### src/rtl/ready_valid_unpacker_pkg.sv
`default_nettype none
// ============================================================================
// Module      : ready_valid_unpacker_pkg
// Description : Shared helpers for the ready-valid width unpacker.
//               clog2_min1 returns the bit width needed to index `value`
//               items. It never returns less than 1, so a counter sized
//               with it always has at least one bit.
// Revision    : 1.0 - initial release
// ============================================================================
package ready_valid_unpacker_pkg;

    function automatic int clog2_min1(input int value);
        return (value <= 2) ? 1 : $clog2(value);
    endfunction

endpackage
`default_nettype wire

### src/rtl/ready_valid_unpacker_skid.sv
`default_nettype none
// ============================================================================
// Module      : ready_valid_unpacker_skid
// Description : Two-entry ready-valid skid stage. It fully registers the
//               downstream interface. The upstream ready is registered, so
//               there is no combinational path from i_ready to o_ready.
// Ports       : clk, reset_n    - clock, asynchronous active-low reset
//               i_valid/i_data  - upstream beat
//               o_ready         - stage can take a beat (to upstream)
//               o_valid/o_data  - registered beat (to downstream)
//               i_ready         - downstream accepts the beat
// Revision    : 1.0 - initial release
// ============================================================================
module ready_valid_unpacker_skid #(
    parameter int WIDTH = 9
) (
    input  logic             clk,
    input  logic             reset_n,
    input  logic             i_valid,
    input  logic [WIDTH-1:0] i_data,
    output logic             o_ready,
    output logic             o_valid,
    output logic [WIDTH-1:0] o_data,
    input  logic             i_ready
);

    logic             r_valid;
    logic [WIDTH-1:0] r_data;
    logic             r_skid_valid;
    logic [WIDTH-1:0] r_skid_data;
    logic             w_push;
    logic             w_pop;

    // The skid entry is only occupied while the output entry is stalled,
    // so a free skid entry guarantees room for one more beat.
    assign o_ready = !r_skid_valid;
    assign o_valid = r_valid;
    assign o_data  = r_data;
    assign w_push  = i_valid && !r_skid_valid;
    assign w_pop   = r_valid && i_ready;

    always_ff @(posedge clk or negedge reset_n) begin
        if (!reset_n) begin
            r_valid      <= 1'b0;
            r_data       <= '0;
            r_skid_valid <= 1'b0;
            r_skid_data  <= '0;
        end else if (r_skid_valid) begin
            // Upstream is blocked; the parked beat moves forward once the
            // output entry drains.
            if (w_pop) begin
                r_data       <= r_skid_data;
                r_skid_valid <= 1'b0;
            end
        end else if (w_push) begin
            if (!r_valid || w_pop) begin
                r_data  <= i_data;
                r_valid <= 1'b1;
            end else begin
                r_skid_data  <= i_data;
                r_skid_valid <= 1'b1;
            end
        end else if (w_pop) begin
            r_valid <= 1'b0;
        end
    end

endmodule
`default_nettype wire

### src/rtl/ready_valid_unpacker.sv
`default_nettype none
// ============================================================================
// Module      : ready_valid_unpacker
// Description : Ready-valid width converter. It accepts one wide word per
//               handshake, holding up to RATIO beats, and replays it LSB-first
//               as narrow beats. The final beat of each word is tagged with
//               out_last. The next word loads on the same edge that the last
//               beat leaves, so back-to-back words stream without a bubble.
// Ports       : clk, reset_n            - clock, asynchronous active-low reset
//               in_valid/in_data/in_len - wide word; in_len is beats minus 1
//               in_ready                - block can take a word this cycle
//               out_valid/out_data/out_last - narrow beat stream
//               out_ready               - downstream accepts the beat
// Revision    : 1.0 - initial release
// ============================================================================
module ready_valid_unpacker
    import ready_valid_unpacker_pkg::*;
#(
    parameter int OUT_WIDTH = 8,
    parameter int RATIO     = 4,
    parameter bit OUT_SKID  = 1'b0
) (
    input  logic                             clk,
    input  logic                             reset_n,
    input  logic                             in_valid,
    input  logic [OUT_WIDTH*RATIO-1:0]       in_data,
    input  logic [clog2_min1(RATIO)-1:0]     in_len,
    output logic                             in_ready,
    output logic                             out_valid,
    output logic [OUT_WIDTH-1:0]             out_data,
    output logic                             out_last,
    input  logic                             out_ready
);

    localparam int IN_WIDTH = OUT_WIDTH * RATIO;
    localparam int LEN_W    = clog2_min1(RATIO);

    typedef enum logic [0:0] {
        S_EMPTY = 1'b0,
        S_DRAIN = 1'b1
    } state_t;

    state_t               r_state;
    state_t               w_state_nxt;
    logic [IN_WIDTH-1:0]  r_word;
    logic [LEN_W-1:0]     r_idx;
    logic [LEN_W-1:0]     r_len;

    logic                 w_core_valid;
    logic [OUT_WIDTH-1:0] w_core_data;
    logic                 w_core_last;
    logic                 w_core_ready;
    logic                 w_beat_fire;
    logic                 w_word_fire;
    logic                 w_in_ready;

    assign w_core_valid = (r_state == S_DRAIN);
    assign w_core_data  = r_word[int'(r_idx)*OUT_WIDTH +: OUT_WIDTH];
    assign w_core_last  = w_core_valid && (r_idx == r_len);
    assign w_beat_fire  = w_core_valid && w_core_ready;

    // A new word may enter while the last beat of the current one is being
    // accepted. in_ready depends on out_ready only, never on in_valid.
    assign w_in_ready   = !w_core_valid || (w_beat_fire && w_core_last);
    assign w_word_fire  = in_valid && w_in_ready;
    assign in_ready     = w_in_ready;

    // ------------------------------------------------------------------
    // FSM
    // ------------------------------------------------------------------
    always_ff @(posedge clk or negedge reset_n) begin
        if (!reset_n) begin
            r_state <= S_EMPTY;
        end else begin
            r_state <= w_state_nxt;
        end
    end

    always_comb begin
        w_state_nxt = r_state;
        case (r_state)
            S_EMPTY: begin
                if (w_word_fire) begin
                    w_state_nxt = S_DRAIN;
                end
            end
            S_DRAIN: begin
                if (w_beat_fire && w_core_last && !w_word_fire) begin
                    w_state_nxt = S_EMPTY;
                end
            end
            default: begin
                w_state_nxt = S_EMPTY;
            end
        endcase
    end

    // ------------------------------------------------------------------
    // Holding register and beat counter
    // ------------------------------------------------------------------
    always_ff @(posedge clk or negedge reset_n) begin
        if (!reset_n) begin
            r_word <= '0;
            r_len  <= '0;
            r_idx  <= '0;
        end else if (w_word_fire) begin
            r_word <= in_data;
            r_len  <= in_len;
            r_idx  <= '0;
        end else if (w_beat_fire && !w_core_last) begin
            r_idx  <= r_idx + LEN_W'(1);
        end
    end

    // ------------------------------------------------------------------
    // Output stage
    // ------------------------------------------------------------------
    generate
        if (OUT_SKID) begin : g_skid
            logic [OUT_WIDTH:0] w_skid_data;

            ready_valid_unpacker_skid #(
                .WIDTH (OUT_WIDTH + 1)
            ) u_skid (
                .clk     (clk),
                .reset_n (reset_n),
                .i_valid (w_core_valid),
                .i_data  ({w_core_last, w_core_data}),
                .o_ready (w_core_ready),
                .o_valid (out_valid),
                .o_data  (w_skid_data),
                .i_ready (out_ready)
            );

            assign out_last = w_skid_data[OUT_WIDTH];
            assign out_data = w_skid_data[OUT_WIDTH-1:0];
        end else begin : g_bypass
            assign w_core_ready = out_ready;
            assign out_valid    = w_core_valid;
            assign out_data     = w_core_data;
            assign out_last     = w_core_last;
        end
    endgenerate

endmodule
`default_nettype wire

### config.mk
export PLATFORM = sky130hd
export DESIGN_NAME = ready_valid_unpacker
export DESIGN_NICKNAME = d
export VERILOG_FILES = /design/src/rtl/ready_valid_unpacker_pkg.sv /design/src/rtl/ready_valid_unpacker_skid.sv /design/src/rtl/ready_valid_unpacker.sv
export SDC_FILE = /design/constraint.sdc
export NUM_CORES = 1
export LEC_CHECK = 0
export BUFFER_PORTS_ARGS = -buffer_cell sky130_fd_sc_hd__clkbuf_2
export CORE_MARGIN = 4
export CORE_UTILIZATION = 55
export DETAILED_ROUTE_END_ITERATION = 12
export PLACE_DENSITY = 0.86
export SLEW_MARGIN = 40
export SYNTH_ARGS = -nofsm -noshare
export SYNTH_HDL_FRONTEND = slang
export SYNTH_SLANG_ARGS = --single-unit
### constraint.sdc
create_clock -name clk -period 4.3 [get_ports clk]
set_input_delay 0.43 -clock clk [delete_from_list [all_inputs] [get_ports clk]]
set_output_delay 0.43 -clock clk [all_outputs]
set_load 0.02 [all_outputs]
==> impl_metrics.env <==
export IMPL_grt_ovfl_total=0
export IMPL_crit_path_top_delay_cell="dfrtp_1"
export IMPL_path_buf_inv=1
export IMPL_tightest_slew_ns=0.779
export IMPL_clock_path_buffers=2
export IMPL_fin_ws_ns=1.89
export IMPL_cts_tree="yes"
export IMPL_peakVddDrop_mv=0.431
export IMPL_clkTransAtPathRegs_ns=0.10
export IMPL_cp_cell_sequence="mux4_2 -> clkbuf_2"
export IMPL_finalSetupViolCount=0
export IMPL_drv_slew=0
export IMPL_synthCells=118
export IMPL_drc=0
export IMPL_ios=49
export IMPL_drv_cap=0
export IMPL_yosysWarnings=0
export IMPL_postCtsSetupBuffers=0
export IMPL_ctsHoldBuffers=0
export IMPL_cp_top_family="flip-flops"
export IMPL_die_h_um=64.7
export IMPL_drive_gt1_share_pct=56.5
export IMPL_final_antenna_net_count=0
export IMPL_track_usage_pct=18.0
export IMPL_path_class="reg2out"
export IMPL_die_x_um=64.7
export IMPL_cts_root_buf="clkbuf_4"
export IMPL_fin_worst_skew_ns=0.00709
export IMPL_fillCellCount=252
export IMPL_via_per_inst=5.40
export IMPL_cp_end_kind="output pin"
export IMPL_cp_start_kind="register"
export IMPL_p_leak_nw=0.967
export IMPL_finalCritPeriodShare_pct=56.0
export IMPL_fmax_ghz=0.415
export IMPL_synth_seq_cells=37
export IMPL_timing_slew_headroom_pct=48.0
export IMPL_outcome="completed"
export IMPL_cp_slowest_stage_delay_ns=0.86
export IMPL_grt_setup_unrepaired="no"
export IMPL_syn2layout_area_growth_pct=19.9
export IMPL_hold_violations=0
export IMPL_setup_tns_ns=0
export IMPL_avgSynthCellArea_um2=15.0
export IMPL_grt_pass1_wl_um=5710
export IMPL_rows=20
export IMPL_arrival_ns=1.98
export IMPL_cts_sinks=37
export IMPL_die_area_um2=4180
export IMPL_nets=205
export IMPL_via_count=1145
export IMPL_instances_no_fill=212
export IMPL_h_tree_depth=2
export IMPL_syn_nets=156
export IMPL_wl_per_cell_um=15.3
export IMPL_start_util_pct=57.8
export IMPL_ys_types=30
export IMPL_dp_hpwl_um=2480
export IMPL_drt_pass1_iterations=4
export IMPL_antennaDiodeCount=0
export IMPL_clock_latency_ns=0.34
export IMPL_portBuffers=48
export IMPL_netlist_area_um2=1770
export IMPL_holdWs_ns=0.0673
export IMPL_ys_seq_area_share_pct=52.4
export IMPL_placedCellCount=204
export IMPL_routed_wl_um=3240
export IMPL_coreArea_um2=3050
export IMPL_layout_min_cycle_time_ns=2.41
export IMPL_cts_made_buffers=5
export IMPL_ctsResizeCount=0
export IMPL_drtIter0Drc=59
export IMPL_crit_required_ns=3.87
export IMPL_dp_slack_ns=1.91
export IMPL_crit_fanout=15
export IMPL_power_per_cell_area_nw_per_um2=835
export IMPL_grt_max_degree=38
export IMPL_hold_class="in2async"
export IMPL_gp_congestion=0.815
export IMPL_grt_pass1_vias=1257
export IMPL_antenna_found_initial=0
[cell usage after synthesis (all sizes together)]
| library cell | count | area, µm² |
|---|---|---|
| mux2i | 1 | 10.0 |
| nand3b | 1 | 7.51 |
| o32ai | 1 | 8.76 |
| a22oi | 1 | 7.51 |
| buf | 6 | 53.8 |
| xor2 | 2 | 25.0 |
| xnor2 | 2 | 25.0 |
| a211o | 1 | 8.76 |
| nand3 | 1 | 10.0 |
| mux2 | 32 | 360 |
| and3 | 1 | 6.26 |
| dfrtp | 37 | 926 |
| mux4 | 8 | 180 |
| inv | 3 | 11.3 |
| nor2 | 1 | 3.75 |
| a211oi | 2 | 15.0 |
| nor3 | 1 | 5.00 |
| nand4b | 1 | 8.76 |
| a22o | 1 | 8.76 |
| nand2 | 3 | 11.3 |
| clkbuf | 1 | 5.00 |
| a21oi | 5 | 25.0 |
| o21ai | 5 | 36.3 |
| o22ai | 1 | 6.26 |
[state kept, by name, summed over array words and instances, names as in the netlist]
name	count
r_len	2
out_valid	1
r_word	32
r_idx	2
[report_power, final]
group	switching (mW)	leakage, nW	internal (mW)	total [mW]
Clock	0.111	0.0455	0.139	0.250
Sequential	0.154	0.439	0.524	0.679
Combinational	0.380	0.482	0.459	0.839
[worst reg2reg max path, stage by stage (launching register included)]
cell,delay [ns]
dfrtp_1,0.86
xnor2_2,0.22
nand3_2,0.13
o21ai_4,0.48
buf_16,0.23
mux2_2,0.35
[final cells by class]
type,count,area (µm²),share of cell area [%]
sequential,37,926,43.7
timing repair buffer,49,270,12.8
inverter,3,11.3,0.532
tap,44,55.1,2.60
clock buffer,7,55.1,2.60
clock inverter,1,30.0,1.42
multi-input combinational,71,769,36.3
[final timing paths]
kind	slack [ns]	from	cells after the start	endpoint
hold reg to reg	0.50	r_word[23]	1	r_word[23]
max in group asynchronous	3.89	reset_n	1	r_word[8]
setup / recovery	1.89	r_idx[0]	2	out_data[6]
hold / removal	0.07	reset_n	1	r_word[7]
min in group clk	0.30	in_data[7]	2	r_word[7]
setup reg to reg	1.92	r_idx[0]	5	r_word[17]
[stage by stage]
stage                     instance area, µm²  power, mW  utilization (%)
after floorplan                         1770       1.33                -
after global placement                  2000       1.47             65.6
after detailed placement                2030       1.54             66.6
after CTS                               2120       1.79             69.3
after global routing                    2120       1.90             69.3
final                                   2120       1.77             69.3
[placed cells by master (no fill, tap or decap)]
master | Yosys | final
clkbuf_1 | 0 | 1
mux4_2 | 8 | 8
clkbuf_2 | 1 | 47
nand2_1 | 3 | 3
buf_16 | 0 | 1
nand3_2 | 1 | 1
mux2_1 | 5 | 5
bufinv_16 | 0 | 1
inv_1 | 3 | 3
nor3_1 | 1 | 1
xnor2_2 | 1 | 1
a211oi_1 | 2 | 2
xnor2_1 | 1 | 1
o22ai_1 | 1 | 1
clkbuf_4 | 0 | 6
dfrtp_1 | 37 | 37
o32ai_1 | 1 | 1
and3_1 | 1 | 1
a22oi_1 | 1 | 1
nand4b_1 | 1 | 1
clkbuf_8 | 0 | 1
nand3b_1 | 1 | 1
a21oi_1 | 5 | 5
mux2_2 | 27 | 27
o21ai_4 | 1 | 1
o21ai_0 | 4 | 4
a22o_1 | 1 | 1
nor2_1 | 1 | 1
a211o_1 | 1 | 1
xor2_1 | 1 | 1
xor2_2 | 1 | 1
mux2i_1 | 1 | 1
[cell families after synthesis]
kind of cell	share of synthesized area, %
AOI/OAI and AO/OA	6.59
and+or+nand+nor	2.98
DFF	52.4
buffers and inverters	3.97
muxes	31.2
xor gates and xnor gates	2.84
[layer usage]
layer  vias to the layer above  track usage (%)  share of wire (%)
met5                         -                0                  0
met3                         7             5.89                7.4
met1                       564             22.3                 41
li1                        535                -                  -
met4                         0             6.33                1.6
met2                        39             29.6                 50
Note: power is estimated with default switching activity, not from simulation.
